File: src/rtl/im_port_arbiter.sv
// im_port_arbiter
// Shares the single-port instruction memory between the fetch stage (IF,
// read-only) and the loader/debug port (LD, read/write). IF has fixed
// priority, and LD is forced through after MAX_WAIT consecutive IF wins.
// A lock mode hands the memory exclusively to LD for bulk program loads.
// Read data returns one cycle after the grant. Each read is tagged with its
// requester so that the matching rvalid can be raised when the data arrives.
module im_port_arbiter #(
  parameter int unsigned AW       = 32,
  parameter int unsigned DW       = 32,
  parameter int unsigned MEM_AW   = 10,
  parameter int unsigned MAX_WAIT = 4,
  parameter int unsigned WAIT_W   = 3
) (
  input  logic              clk,
  input  logic              rst_n,
  // fetch stage
  input  logic              if_req,
  input  logic [AW-1:0]     if_addr,
  output logic              if_gnt,
  output logic              if_rvalid,
  output logic [DW-1:0]     if_rdata,
  // loader / debug port
  input  logic              ld_req,
  input  logic              ld_we,
  input  logic [AW-1:0]     ld_addr,
  input  logic [DW-1:0]     ld_wdata,
  input  logic              ld_lock,
  output logic              ld_gnt,
  output logic              ld_rvalid,
  output logic [DW-1:0]     ld_rdata,
  // memory array
  output logic              mem_en,
  output logic              mem_we,
  output logic [MEM_AW-1:0] mem_addr,
  output logic [DW-1:0]     mem_wdata,
  input  logic [DW-1:0]     mem_rdata,
  // status
  output logic              locked
);

  typedef enum logic [0:0] {
    S_SHARE = 1'b0,
    S_LOCK  = 1'b1
  } state_t;

  state_t            state_q;
  state_t            state_d;
  logic [WAIT_W-1:0] wait_cnt_q;
  logic              wait_max;
  logic              if_tag_q;
  logic              ld_tag_q;
  logic [MEM_AW-1:0] if_word;
  logic [MEM_AW-1:0] ld_word;

  // Byte addresses become word addresses; the low two bits and any bits
  // above the memory's reach are dropped, so misaligned requests are legal.
  assign if_word = if_addr[MEM_AW+1:2];
  assign ld_word = ld_addr[MEM_AW+1:2];

  // Only the word-address slice of each byte address reaches the memory.
  logic unused_addr_bits;
  assign unused_addr_bits = ^{if_addr, ld_addr};

  // LD has waited out its full allowance of IF wins and must go next.
  assign wait_max = (wait_cnt_q == WAIT_W'(MAX_WAIT));

  // State register: shared arbitration or exclusive loader ownership.
  always_ff @(posedge clk) begin
    // NOTE: sequential state uses non-blocking assignments so that every
    // register samples the values from before this edge, whatever the order
    // in which the always_ff blocks execute.
    if (!rst_n) begin
      state_q <= S_SHARE;
    end else begin
      state_q <= state_d;
    end
  end

  // Next state: follow ld_lock. The cycle in which ld_lock rises is still
  // arbitrated as shared, because the state only changes at the edge.
  always_comb begin
    // NOTE: each variable assigned here gets a default first, so that no path
    // through the block leaves it unassigned and infers a latch.
    state_d = state_q;
    unique case (state_q)
      S_SHARE: if (ld_lock)  state_d = S_LOCK;
      S_LOCK:  if (!ld_lock) state_d = S_SHARE;
      default: state_d = S_SHARE;
    endcase
  end

  // Grant decode: at most one grant per cycle, and none while reset is held.
  always_comb begin
    if_gnt = 1'b0;
    ld_gnt = 1'b0;
    if (rst_n) begin
      unique case (state_q)
        S_SHARE: begin
          if (ld_req && (!if_req || wait_max)) begin
            ld_gnt = 1'b1;
          end else if (if_req) begin
            if_gnt = 1'b1;
          end
        end
        S_LOCK: begin
          ld_gnt = ld_req;
        end
        default: begin
          if_gnt = 1'b0;
          ld_gnt = 1'b0;
        end
      endcase
    end
  end

  // Memory port: drive the address of the winner and park at 0 when idle.
  always_comb begin
    mem_en   = if_gnt | ld_gnt;
    mem_we   = ld_gnt & ld_we;
    mem_addr = '0;
    if (ld_gnt) begin
      mem_addr = ld_word;
    end else if (if_gnt) begin
      mem_addr = if_word;
    end
  end

  // Only the loader writes, so the write data is passed straight through.
  assign mem_wdata = ld_wdata;

  // Anti-starvation counter: counts IF wins while LD is kept waiting. It
  // restarts whenever LD is served or stops asking, and stays at 0 in lock.
  always_ff @(posedge clk) begin
    if (!rst_n) begin
      wait_cnt_q <= '0;
    end else if (state_q == S_LOCK || ld_gnt || !ld_req) begin
      wait_cnt_q <= '0;
    end else if (if_gnt && !wait_max) begin
      wait_cnt_q <= wait_cnt_q + WAIT_W'(1);
    end
  end

  // Read tags: mark which requester owns the data that returns next cycle.
  // Reset clears them, so a read still in flight is dropped.
  always_ff @(posedge clk) begin
    if (!rst_n) begin
      if_tag_q <= 1'b0;
      ld_tag_q <= 1'b0;
    end else begin
      if_tag_q <= if_gnt;
      ld_tag_q <= ld_gnt & ~ld_we;
    end
  end

  assign if_rvalid = if_tag_q;
  assign ld_rvalid = ld_tag_q;
  assign if_rdata  = mem_rdata;
  assign ld_rdata  = mem_rdata;
  assign locked    = (state_q == S_LOCK);

  // Invariants of the arbitration, checked in simulation.
  a_one_grant: assert property (@(posedge clk) disable iff (!rst_n)
    !(if_gnt && ld_gnt));
  a_lock_blocks_if: assert property (@(posedge clk) disable iff (!rst_n)
    !(state_q == S_LOCK && if_gnt));
  a_one_rvalid: assert property (@(posedge clk) disable iff (!rst_n)
    !(if_rvalid && ld_rvalid));

endmodule

File: config.mk
export PLATFORM = sky130hd
export DESIGN_NAME = im_port_arbiter
export DESIGN_NICKNAME = d
export VERILOG_FILES = /design/src/rtl/im_port_arbiter.sv
export SDC_FILE = /design/constraint.sdc
export NUM_CORES = 1
export LEC_CHECK = 0
export CORE_AREA = 2 2 97 99
export DETAILED_ROUTE_END_ITERATION = 12
export DIE_AREA = 0 0 99 101
export GPL_ROUTABILITY_DRIVEN = 0
export PLACE_DENSITY = 0.64
export SLEW_MARGIN = 0
export SYNTH_ARGS = -nofsm -noshare
export SYNTH_HDL_FRONTEND = slang
export SYNTH_SLANG_ARGS = --single-unit
File: constraint.sdc
create_clock -name clk -period 1.2 [get_ports clk]
set_input_delay 0.18 -clock clk [delete_from_list [all_inputs] [get_ports clk]]
set_output_delay 0.18 -clock clk [all_outputs]
set_load 0.05 [all_outputs]
Word-level counts from Yosys, hierarchy flattened
Cells that the tools add are included.
{"block": "totals", "regBits": 6, "input_bits": 134, "wordCells": 31}
{"block": "classes", "add_sub_neg": 1, "eq_ne": 1, "mux": 10, "n_bitwise": 6, "n_reduce_logical": 9}
{"cell": "$mux 10", "count": 2}
{"cell": "$mux 1", "count": 7}
{"cell": "$add 3x1->3 const B", "count": 1}
{"cell": "$eq 3x3->1 const B", "count": 1}
{"cell": "$logic_not 1->1", "count": 3}
{"cell": "$logic_or 1x1->1", "count": 3}
{"cell": "$not 1->1", "count": 3}
{"cell": "$and 1x1->1", "count": 2}
{"cell": "$logic_and 1x1->1", "count": 2}
{"cell": "$pmux 1 s2", "count": 1}
{"cell": "$reduce_or 2->1", "count": 1}
{"cell": "$or 1x1->1", "count": 1}

Longest topological paths before layout
Gate-level depths: netlist of the first run.
{"block": "depth", "depth_word": 9, "mapped_depth": 6, "ltp_nobuf": 5}

Worst setup path before layout of the first run
No wires, ideal clock.
{"block": "synth_timing", "kind": "register to output", "from": "register state_q (netlist: locked)", "to": "output port mem_addr[0]", "arrival_ns": 1.624, "t_required_ns": 1.020, "path_slack_ns": -0.604, "stages_incl_launch_ff": 5, "path_buffers": 1, "cell_sequence": "dfxtp_1 > nor2b_4 > a21oi_4 > buf_6 > a22o_1"}
{"block": "synth_via", "elab_chain_len": 4, "elab_cells_between_ends": 7, "classes_between": "mux: 6; bitwise: 1"}
{"element": "from (decl)", "line_no": "47", "rtl": "state_t state_q;"}
{"element": "from (signal assigned)", "line_no": "76", "rtl": "state_q <= state_d;"}
{"element": "$not 1->1"}
{"element": "$pmux 1 s2 *", "line_no": "98", "rtl": "unique case (state_q)"}
{"element": "$mux 1 *", "line_no": "97", "rtl": "if (rst_n) begin"}
{"element": "net ld_gnt", "line_no": "29", "rtl": "output logic ld_gnt,"}
{"element": "$mux 10 *", "line_no": "122", "rtl": "if (ld_gnt) begin"}
{"element": "to (decl)", "line_no": "35", "rtl": "output logic [MEM_AW-1:0] mem_addr,"}
The timed path passes the listed nets; every way through them passes the cells marked *.

Worst setup path after layout of the first run
{"block": "layout_timing", "from": "input port ld_req", "to": "output port mem_addr[0]"}
{"block": "layout_via", "elab_chain_len": 6, "elab_cells_between_ends": 9, "classes_between": "mux: 8; reduce/logical: 1"}
{"element": "from (decl)", "line_no": "24", "rtl": "input logic ld_req,"}
{"element": "$logic_and 1x1->1", "line_no": "100", "rtl": "if (ld_req && (!if_req || wait_max)) begin"}
{"element": "$mux 1", "line_no": "100"}
{"element": "$mux 1", "line_no": "98"}
{"element": "$mux 1", "line_no": "97"}
{"element": "$mux 10", "line_no": "124", "rtl": "end else if (if_gnt) begin"}
{"element": "$mux 10 *", "line_no": "122"}
Mark *: on every way between the ends. The rest lies on a longest branch, timed or not.

==> results.cfg, run 1 <==
[finish]
stdcell_count = 208
num-nets-final = 234
nFillCells = 984
proportion_of_layout_cells_with_a_drive_suffix_above_1 = 0.598
most_common_cell_after_layout_fill_and_taps_aside = clkdlybuf4s50_1
seq_area_um2 = 126
mostFrequentLayoutCells = clkdlybuf4s50_1, buf_12, a22o_4, buf_4
multi_input_comb_area_um2 = 364
diodes = 0
area.growth.synth_to_final_pct = 26.1
design_area_um2 = 1390

[synth]
synth_top_area_cell = buf_4
mappedNetlistArea_um2 = 1100
ys_top_cells_by_area = buf_4, dfxtp_1, a22o_1
synth_nets = 271
yosysWarningCount = 0
synth-seq-cells = 6
yosysSeqAreaShare = 0.109
netlist_instances = 135
yosys.area.top_type_share = 0.653
synthDistinctLibCells = 18
post_synth.cell_area_avg_um2 = 8.17

[clock_tree]
postCtsHoldBufs = 0
cts_num_sinks = 6
tritoncts = done
cts-htree-levels = 1
clock-root-buffer = clkbuf_8
worst_skew_pair_later_pin_latency_ps = 220
clockBufferDepth = 2
cts_buffers = 3

[floorplan]
core.rowCount = 35
start_util = 0.123
design.die.area_um2 = 10000
die_h_um = 101
fp.coreArea_um2 = 8980
die_w_um = 99
num_io_pins = 247

[outcome]
failed_checks = setup timing
outcome = finished with violations

[placed_design]
port_buffers = 42
place_inst = 199
preCtsSetupSlack_ps = -453
placedInstanceArea_um2 = 1280
detailed_place_hpwl_mm = 2.46

[routing]
wl_per_cell_um = 14.2
count_of_nets_left_with_antenna_violations_after_detail_routing = 0
detailroute.via_count = 617
drt_drc_violations_left = 0
detailedRoute.firstPassIterationCount = 2
wl_mm = 2.96
vias_per_cell = 2.97
dr.first_iter.drc_count = 4

[sta]
finalMaxSlewViolations = 0
worst_clk_skew_ps = 2.58
fmax_mhz = 612
post-route-worst-setup-slack_ps = -435
post-route-period-util = 1.36
hold_violations = 0
rsz0062_at_grt = yes
final.min_clock_period_ps = 1630
normalized_max_slew_margin = 0.842
finalSetupViolations = 14
worstMarginPinSlew_ps = 236

[worst_setup_path]
critPathMaxStageDelay_ps = 520
critPathRequiredTime_ps = 1020
worst_setup_path_end_kind = output port
cp_cell_sequence = clkdlybuf4s50_1 > nand2_1 > a21oi_4 > buf_12 > a22o_4 > buf_12
cp_max_fo = 10
worst_setup_path_start_kind = input port
cp_common_cell = buf_12
reg2reg_depth = 6
timing_worst_setup_path_type = in -> out
cp.arrival_ps = 1450
critPathSlowestCell = clkdlybuf4s50_1

[global_routing]
first_global_vias = 737
grt_max_degree = 11
grt_antenna_before_repair = 0
grt_pass1_wl_mm = 4.24
grt_usage = 0.0558
grt-ovfl-total = 0

[power_and_ir_drop]
p_leak_nw = 0.557
vdd.ir_drop.worst_uv = 213
power.density_cell_area_nw_per_um2 = 737

[min_path]
cells_on_worst_hold_path = 0
holdCritPathClass = in -> out

[run]
max_cap_viol_count = 0
==> cells by family (layout without fill, tap and decap cells) <==
logic type | Yosys count | count (layout) | share of synthesized area
compound gates | 11 | 11 | 0.0952
simple gates | 14 | 15 | 0.0816
flops | 6 | 6 | 0.109
xor+xnor | 1 | 1 | 0.00794
fa+ha+maj | 2 | 2 | 0.0227
buf+inv | 101 | 62 | 0.684
==> through the flow <==
| step | setup TNS (ps) | util | total power [mW] | hold slack, ps |
|---|---|---|---|---|
| 3_5_place_dp | -6070 | 0.142 | 0.695 | 360 |
| 3_3_place_gp | -6120 | 0.142 | 0.696 | 360 |
| 6_report | -5760 | 0.155 | 1.03 | 360 |
| 5_1_grt | -6450 | 0.155 | 1.08 | 360 |
| 4_1_cts | -5780 | 0.153 | 1.04 | 360 |
| 2_1_floorplan | -1990 | - | 1.29 | 301 |
==> state kept, by name, indices dropped and copies added (netlist names) <==
name	flops
wait_cnt_q	3
if_rvalid	1
ld_rvalid	1
locked	1
==> cell usage after synthesis <==
| cell type | count |
|---|---|
| a21oi_4 | 1 |
| a22o_1 | 9 |
| a22o_2 | 1 |
| and2_1 | 2 |
| and2b_1 | 1 |
| and3_2 | 1 |
| and3_4 | 1 |
| buf_4 | 96 |
| buf_6 | 2 |
| dfxtp_1 | 6 |
| ha_1 | 2 |
| inv_1 | 3 |
| nand2_1 | 3 |
| nand3_1 | 1 |
| nor2b_4 | 1 |
| nor3_1 | 3 |
| or2_2 | 1 |
| xnor2_1 | 1 |
==> worst paths after layout <==
check                                   start       endpoint  slack [ps]
worst min-delay path             ld_wdata[14]  mem_wdata[14]         360
worst min register to register  wait_cnt_q[0]  wait_cnt_q[0]         510
worst max register to register  wait_cnt_q[1]      ld_rvalid         100
worst max-delay path                   ld_req    mem_addr[0]        -430
==> final cells by class <==
cell class              count  share of cell area
flip-flops and latches      6              0.0908
clock buffers               4              0.0324
well taps                 111              0.0998
inverters                   3             0.00809
multi-input cells          29               0.262
repair buffers             55               0.507
==> timing repair <==
action                     in CTS  in global routing
setup buffers                   3                  1
gates resized for setup         8                  1
setup endpoints to repair      14                 14
cloned                          1                  0
pin swaps                       2                  1
==> per-layer routing <==
layer | part of all wire | track usage | up-vias
met1 | 0.24 | 0.0386 | 260
met4 | 0.090 | 0.0622 | 0
met2 | 0.51 | 0.0977 | 63
li1 | - | - | 259
met5 | 0 | 0 | -
met3 | 0.17 | 0.0319 | 35
==> power by group <==
part / switching (mW) / internal, mW
clock: 0.0863 / 0.228
sequential: 0.00508 / 0.206
combinational: 0.219 / 0.281
==> worst max-delay path: cells and delay by family <==
| kind | cells | cell delay, ps |
|---|---|---|
| simple gates | 1 | 120 |
| compound gates | 2 | 340 |
| buf+inv | 3 | 810 |
No activity file was read; power rests on OpenSTA's default activity.
==> inputs of run 2 (changes only) <==
clock period = 1.35 ns   (was 1.2 ns; I/O delays follow)
==> run 2 against run 1 <==
Effect of this change: the run still ends with setup timing left; sequential share of layout area decreased by 0.13 points; utilization increased by 0.22 points; clock-buffer cell count unchanged; register-to-register slack about the same; sequential power decreased by 11%; critical path depth unchanged; flip-flop and latch count unchanged; via count increased by 0.81%; routed wire length decreased by 2.7%; worst hold slack improved by 45 ps; worst setup slack improved by 110 ps; first-iteration DRC count increased by 25%; critical endpoint is now mem_we; largest power group unchanged; highest routed layer unchanged.
==> results.cfg, run 2 (synthesis results as in run 1) <==
[clock_tree]
postCtsHoldBufs = 0
clock-root-buffer = clkbuf_8
cts_num_sinks = 6
clockBufferDepth = 2
tritoncts = done
cts-htree-levels = 1
worst_skew_pair_later_pin_latency_ps = 220
cts_buffers = 3

[placed_design]
detailed_place_hpwl_mm = 2.34
placedInstanceArea_um2 = 1250
preCtsSetupSlack_ps = -369
port_buffers = 42
place_inst = 196

[floorplan]
die_h_um = 101
design.die.area_um2 = 10000
fp.coreArea_um2 = 8980
num_io_pins = 247
core.rowCount = 35
start_util = 0.123
die_w_um = 99

[global_routing]
grt_pass1_wl_mm = 3.99
first_global_vias = 692
grt_usage = 0.0532
grt_max_degree = 7
grt_antenna_before_repair = 0
grt-ovfl-total = 0

[routing]
wl_mm = 2.88
vias_per_cell = 2.99
dr.first_iter.drc_count = 5
wl_per_cell_um = 13.9
detailroute.via_count = 622
drt_drc_violations_left = 0
detailedRoute.firstPassIterationCount = 3
count_of_nets_left_with_antenna_violations_after_detail_routing = 0

[finish]
nFillCells = 972
top_register = wait_cnt_q
num-nets-final = 234
diodes = 0
stdcell_count = 208
area.growth.synth_to_final_pct = 27.9
most_common_cell_after_layout_fill_and_taps_aside = clkdlybuf4s50_1
number_of_flip_flops_under_the_largest_register_name = 3
proportion_of_layout_cells_with_a_drive_suffix_above_1 = 0.608
mostFrequentLayoutCells = clkdlybuf4s50_1, buf_12, a22o_4, buf_4, buf_6
design_area_um2 = 1410

[worst_setup_path]
worst_r2r_startpoint = wait_cnt_q[0]
critPathRequiredTime_ps = 1150
critPathSlowestCell = clkdlybuf4s50_1
cp.arrival_ps = 1470
critPathMaxStageDelay_ps = 510
worst_setup_path_start_kind = input port
critical_path.startpoint = ld_req
cp_max_fo = 6
worst_setup_path_end_kind = output port
timing_worst_setup_path_type = in -> out
cp_cell_sequence = clkdlybuf4s50_1 > nand2_2 > a21oi_4 > clkbuf_16 > and2_4 > buf_12

[outcome]
outcome = finished with violations
failed_checks = setup timing

[sta]
normalized_max_slew_margin = 0.859
post-route-worst-setup-slack_ps = -322
final.min_clock_period_ps = 1670
post-route-period-util = 1.24
rsz0062_at_grt = yes
worstMarginPinSlew_ps = 211
finalSetupViolations = 14
finalMaxSlewViolations = 0
worst_clk_skew_ps = 2.38
hold_violations = 0
fmax_mhz = 598

[min_path]
holdCritPathClass = in -> out
timing.hold.worst.start = ld_wdata[14]

[power_and_ir_drop]
vdd.ir_drop.worst_uv = 210
p_leak_nw = 0.565
power.density_cell_area_nw_per_um2 = 658

[run]
max_cap_viol_count = 0
run 2: cell count changes in the layout (fill, tap and decap cells not counted):
cell,change
buf_4,-3
buf_6,+2
nand3_2,+1
nand2_2,+1
clkbuf_16,+1
nand2_1,-1
nand3_4,-1
run 2: through the flow:
| step | TNS [ps] | total power, mW | utilization | hold slack, ps |
|---|---|---|---|---|
| after global routing | -4990 | 0.973 | 0.157 | 405 |
| after CTS | -4440 | 0.951 | 0.157 | 405 |
| after global placement | -4450 | 0.612 | 0.140 | 405 |
| final | -4050 | 0.929 | 0.157 | 405 |
| after detailed placement | -4560 | 0.614 | 0.140 | 405 |
| after floorplan | -493 | 1.15 | - | 323 |
run 2: report_power, final:
part,internal [mW],switching (mW),leakage (nW),total (mW)
combinational,0.257,0.196,0.492,0.454
clock,0.204,0.0834,0.0228,0.287
sequential,0.183,0.00466,0.0506,0.188
total,0.644,0.284,0.565,0.929
run 2: cell type report:
| cell class | instances | area (um2) | area share |
|---|---|---|---|
| multi-input cells | 29 | 359 | 0.254 |
| clock buffers | 4 | 45.0 | 0.0319 |
| inverters | 3 | 11.3 | 0.00798 |
| flip-flops and latches | 6 | 126 | 0.0895 |
| repair buffers | 55 | 731 | 0.518 |
| well taps | 111 | 139 | 0.0984 |
run 2: path summary, 6_finish.rpt:
| kind | slack, ps | cells past startpoint | endpoint |
|---|---|---|---|
| min reg2reg | 590 | 3 | wait_cnt_q[0] |
| min | 410 | 0 | mem_wdata[14] |
| max reg2reg | 110 | 7 | ld_rvalid |
| max | -320 | 6 | mem_we |
run 2: metal layers:
metal / wire (um) / share of wire / global-route usage / vias to the layer above
met3: 508 / 0.18 / 0.0305 / 28
met4: 173 / 0.060 / 0.0485 / 0
met2: 1500 / 0.52 / 0.0962 / 60
met5: 0 / 0 / 0 / -
met1: 699 / 0.24 / 0.0386 / 274
li1: - / - / - / 260
run 2: worst max-delay path, delay by kind of cell:
family,cells,cell delay (ps)
buffers and inverters,3,830
AND/OR/NAND/NOR,2,230
AO/OA/AOI/OAI,1,210
run 2: repair_timing:
action | 4_1_cts | 5_1_grt
pin swaps | 6 | 0
gates resized for setup | 12 | 1
gates cloned | 2 | 0
setup endpoints to repair | 14 | 14
buffers inserted | 6 | 0
==> inputs of run 3 (changes only) <==
--- a/config.mk
+++ b/config.mk
@@ -12,2 +12,3 @@
 export PLACE_DENSITY = 0.64
+export SKIP_CTS_REPAIR_TIMING = 1
 export SLEW_MARGIN = 0
--- a/constraint.sdc
+++ b/constraint.sdc
@@ -3,2 +3,2 @@
 set_output_delay 0.2025 -clock clk [all_outputs]
-set_load 0.05 [all_outputs]
+set_load 0.1 [all_outputs]
==> run 3 against run 2 <==
Effect of this change: die area did not move; the run still ends with setup timing left; non-clock buffer count fell by 1; combinational power rose by 22%.
==> results.cfg, run 3 (synthesis results as in run 1) <==
[global_routing]
grt_pass1_wl_mm = 3.35
first_global_vias = 615
grt_antenna_before_repair = 0
grt-ovfl-total = 0
grt_usage = 0.0444
grt_max_degree = 13

[placed_design]
detailed_place_hpwl_mm = 2.18
place_inst = 198
port_buffers = 42
placedInstanceArea_um2 = 1250

[power_and_ir_drop]
p_leak_nw = 0.566
vdd.ir_drop.worst_uv = 207
p_seq_frac = 0.183
post-layout-total-power_mw = 1.02
p_sw_mw = 0.389
swShare = 0.380
power.density_cell_area_nw_per_um2 = 739
p_comb_frac = 0.540
power.internal_mw = 0.635
clockPowerShare = 0.277

[worst_setup_path]
critPathSlowestCell = clkdlybuf4s50_1
worst_setup_path_start_kind = input port
worst_setup_path_end_kind = output port
critPathRequiredTime_ps = 1150
cp.arrival_ps = 1570
timing_worst_setup_path_type = in -> out
cp_max_fo = 5
cp_cell_sequence = clkdlybuf4s50_1 > nand2_1 > a21oi_4 > clkbuf_16 > a22o_4 > buf_12
critPathMaxStageDelay_ps = 490

[sta]
worst_clk_skew_ps = 4.24
post-route-worst-setup-slack_ps = -422
rsz0062_at_grt = yes
hold_violations = 0
normalized_max_slew_margin = 0.832
post-route-period-util = 1.31
final.min_clock_period_ps = 1770
finalMaxSlewViolations = 0
worstMarginPinSlew_ps = 251
finalSetupViolations = 14
fmax_mhz = 564

[clock_tree]
cts-htree-levels = 1
cts_buffers = 3
worst_skew_pair_later_pin_latency_ps = 220
worst_setup_hold_path_clk_slew_ps = 40
clockBufferDepth = 2
clock-root-buffer = clkbuf_8
cts_num_sinks = 6
tritoncts = done

[floorplan]
design.die.area_um2 = 10000
die_w_um = 99
start_util = 0.123
die_h_um = 101
core.rowCount = 35
fp.coreArea_um2 = 8980
num_io_pins = 247

[routing]
drt_drc_violations_left = 0
count_of_nets_left_with_antenna_violations_after_detail_routing = 0
wl_per_cell_um = 13.2
detailroute.via_count = 613
dr.first_iter.drc_count = 2
detailedRoute.firstPassIterationCount = 2
wl_mm = 2.73
vias_per_cell = 2.96

[outcome]
outcome = finished with violations
failed_checks = setup timing

[finish]
top_register = wait_cnt_q
mostFrequentLayoutCells = clkdlybuf4s50_1, buf_12, buf_4, a22o_4
area.growth.synth_to_final_pct = 25.6
diodes = 0
number_of_flip_flops_under_the_largest_register_name = 3
most_common_cell_after_layout_fill_and_taps_aside = clkdlybuf4s50_1
stdcell_count = 207
num-nets-final = 233
design_area_um2 = 1390
nFillCells = 972
proportion_of_layout_cells_with_a_drive_suffix_above_1 = 0.594

[min_path]
holdCritPathClass = in -> reg

[run]
max_cap_viol_count = 0
## run 3: worst max-delay path: cells and delay by family
kind	cells	cell delay [ps]
AOI/OAI and AO/OA	2	390
buffers and inverters	3	850
and+or+nand+nor	1	110
## run 3: cell type report
type,instances,area (um2),area share
timing repair buffer,54,716,0.516
sequential,6,126,0.0912
multi-input combinational,29,349,0.252
clock buffer,4,45.0,0.0325
tap,111,139,0.100
inverter,3,11.3,0.00812
## run 3: per-layer routing
| layer | wire [um] | up-vias | track usage |
|---|---|---|---|
| met3 | 476 | 37 | 0.0333 |
| li1 | - | 258 | - |
| met1 | 602 | 256 | 0.0283 |
| met2 | 1380 | 62 | 0.0686 |
| met4 | 280 | 0 | 0.0622 |
| met5 | 0 | - | 0 |
## run 3: worst paths after layout
path,from,to,slack (ps),cells past startpoint
max,ld_req,mem_addr[7],-420,6
min,rst_n,locked,330,2
max reg2reg,wait_cnt_q[1],ld_rvalid,150,6
min reg2reg,wait_cnt_q[0],wait_cnt_q[0],510,2
## run 3: power by group through the flow
stage	logic [mW]	clock network (mW)	registers [mW]
detailed placement	0.534	0	0.190
CTS	0.536	0.292	0.187
finish	0.553	0.284	0.188
floorplan	1.62	0	0.219
global route	0.569	0.306	0.188
global placement	0.531	0	0.190
## run 3: stage by stage
stage	setup TNS (ps)	util	setup WS (ps)	hold slack, ps
after floorplan	-2850	-	-273	323
after detailed placement	-5040	0.140	-403	406
after global placement	-5100	0.140	-407	406
after CTS	-5500	0.145	-452	406
final	-5140	0.154	-422	332
after global routing	-5770	0.154	-463	349
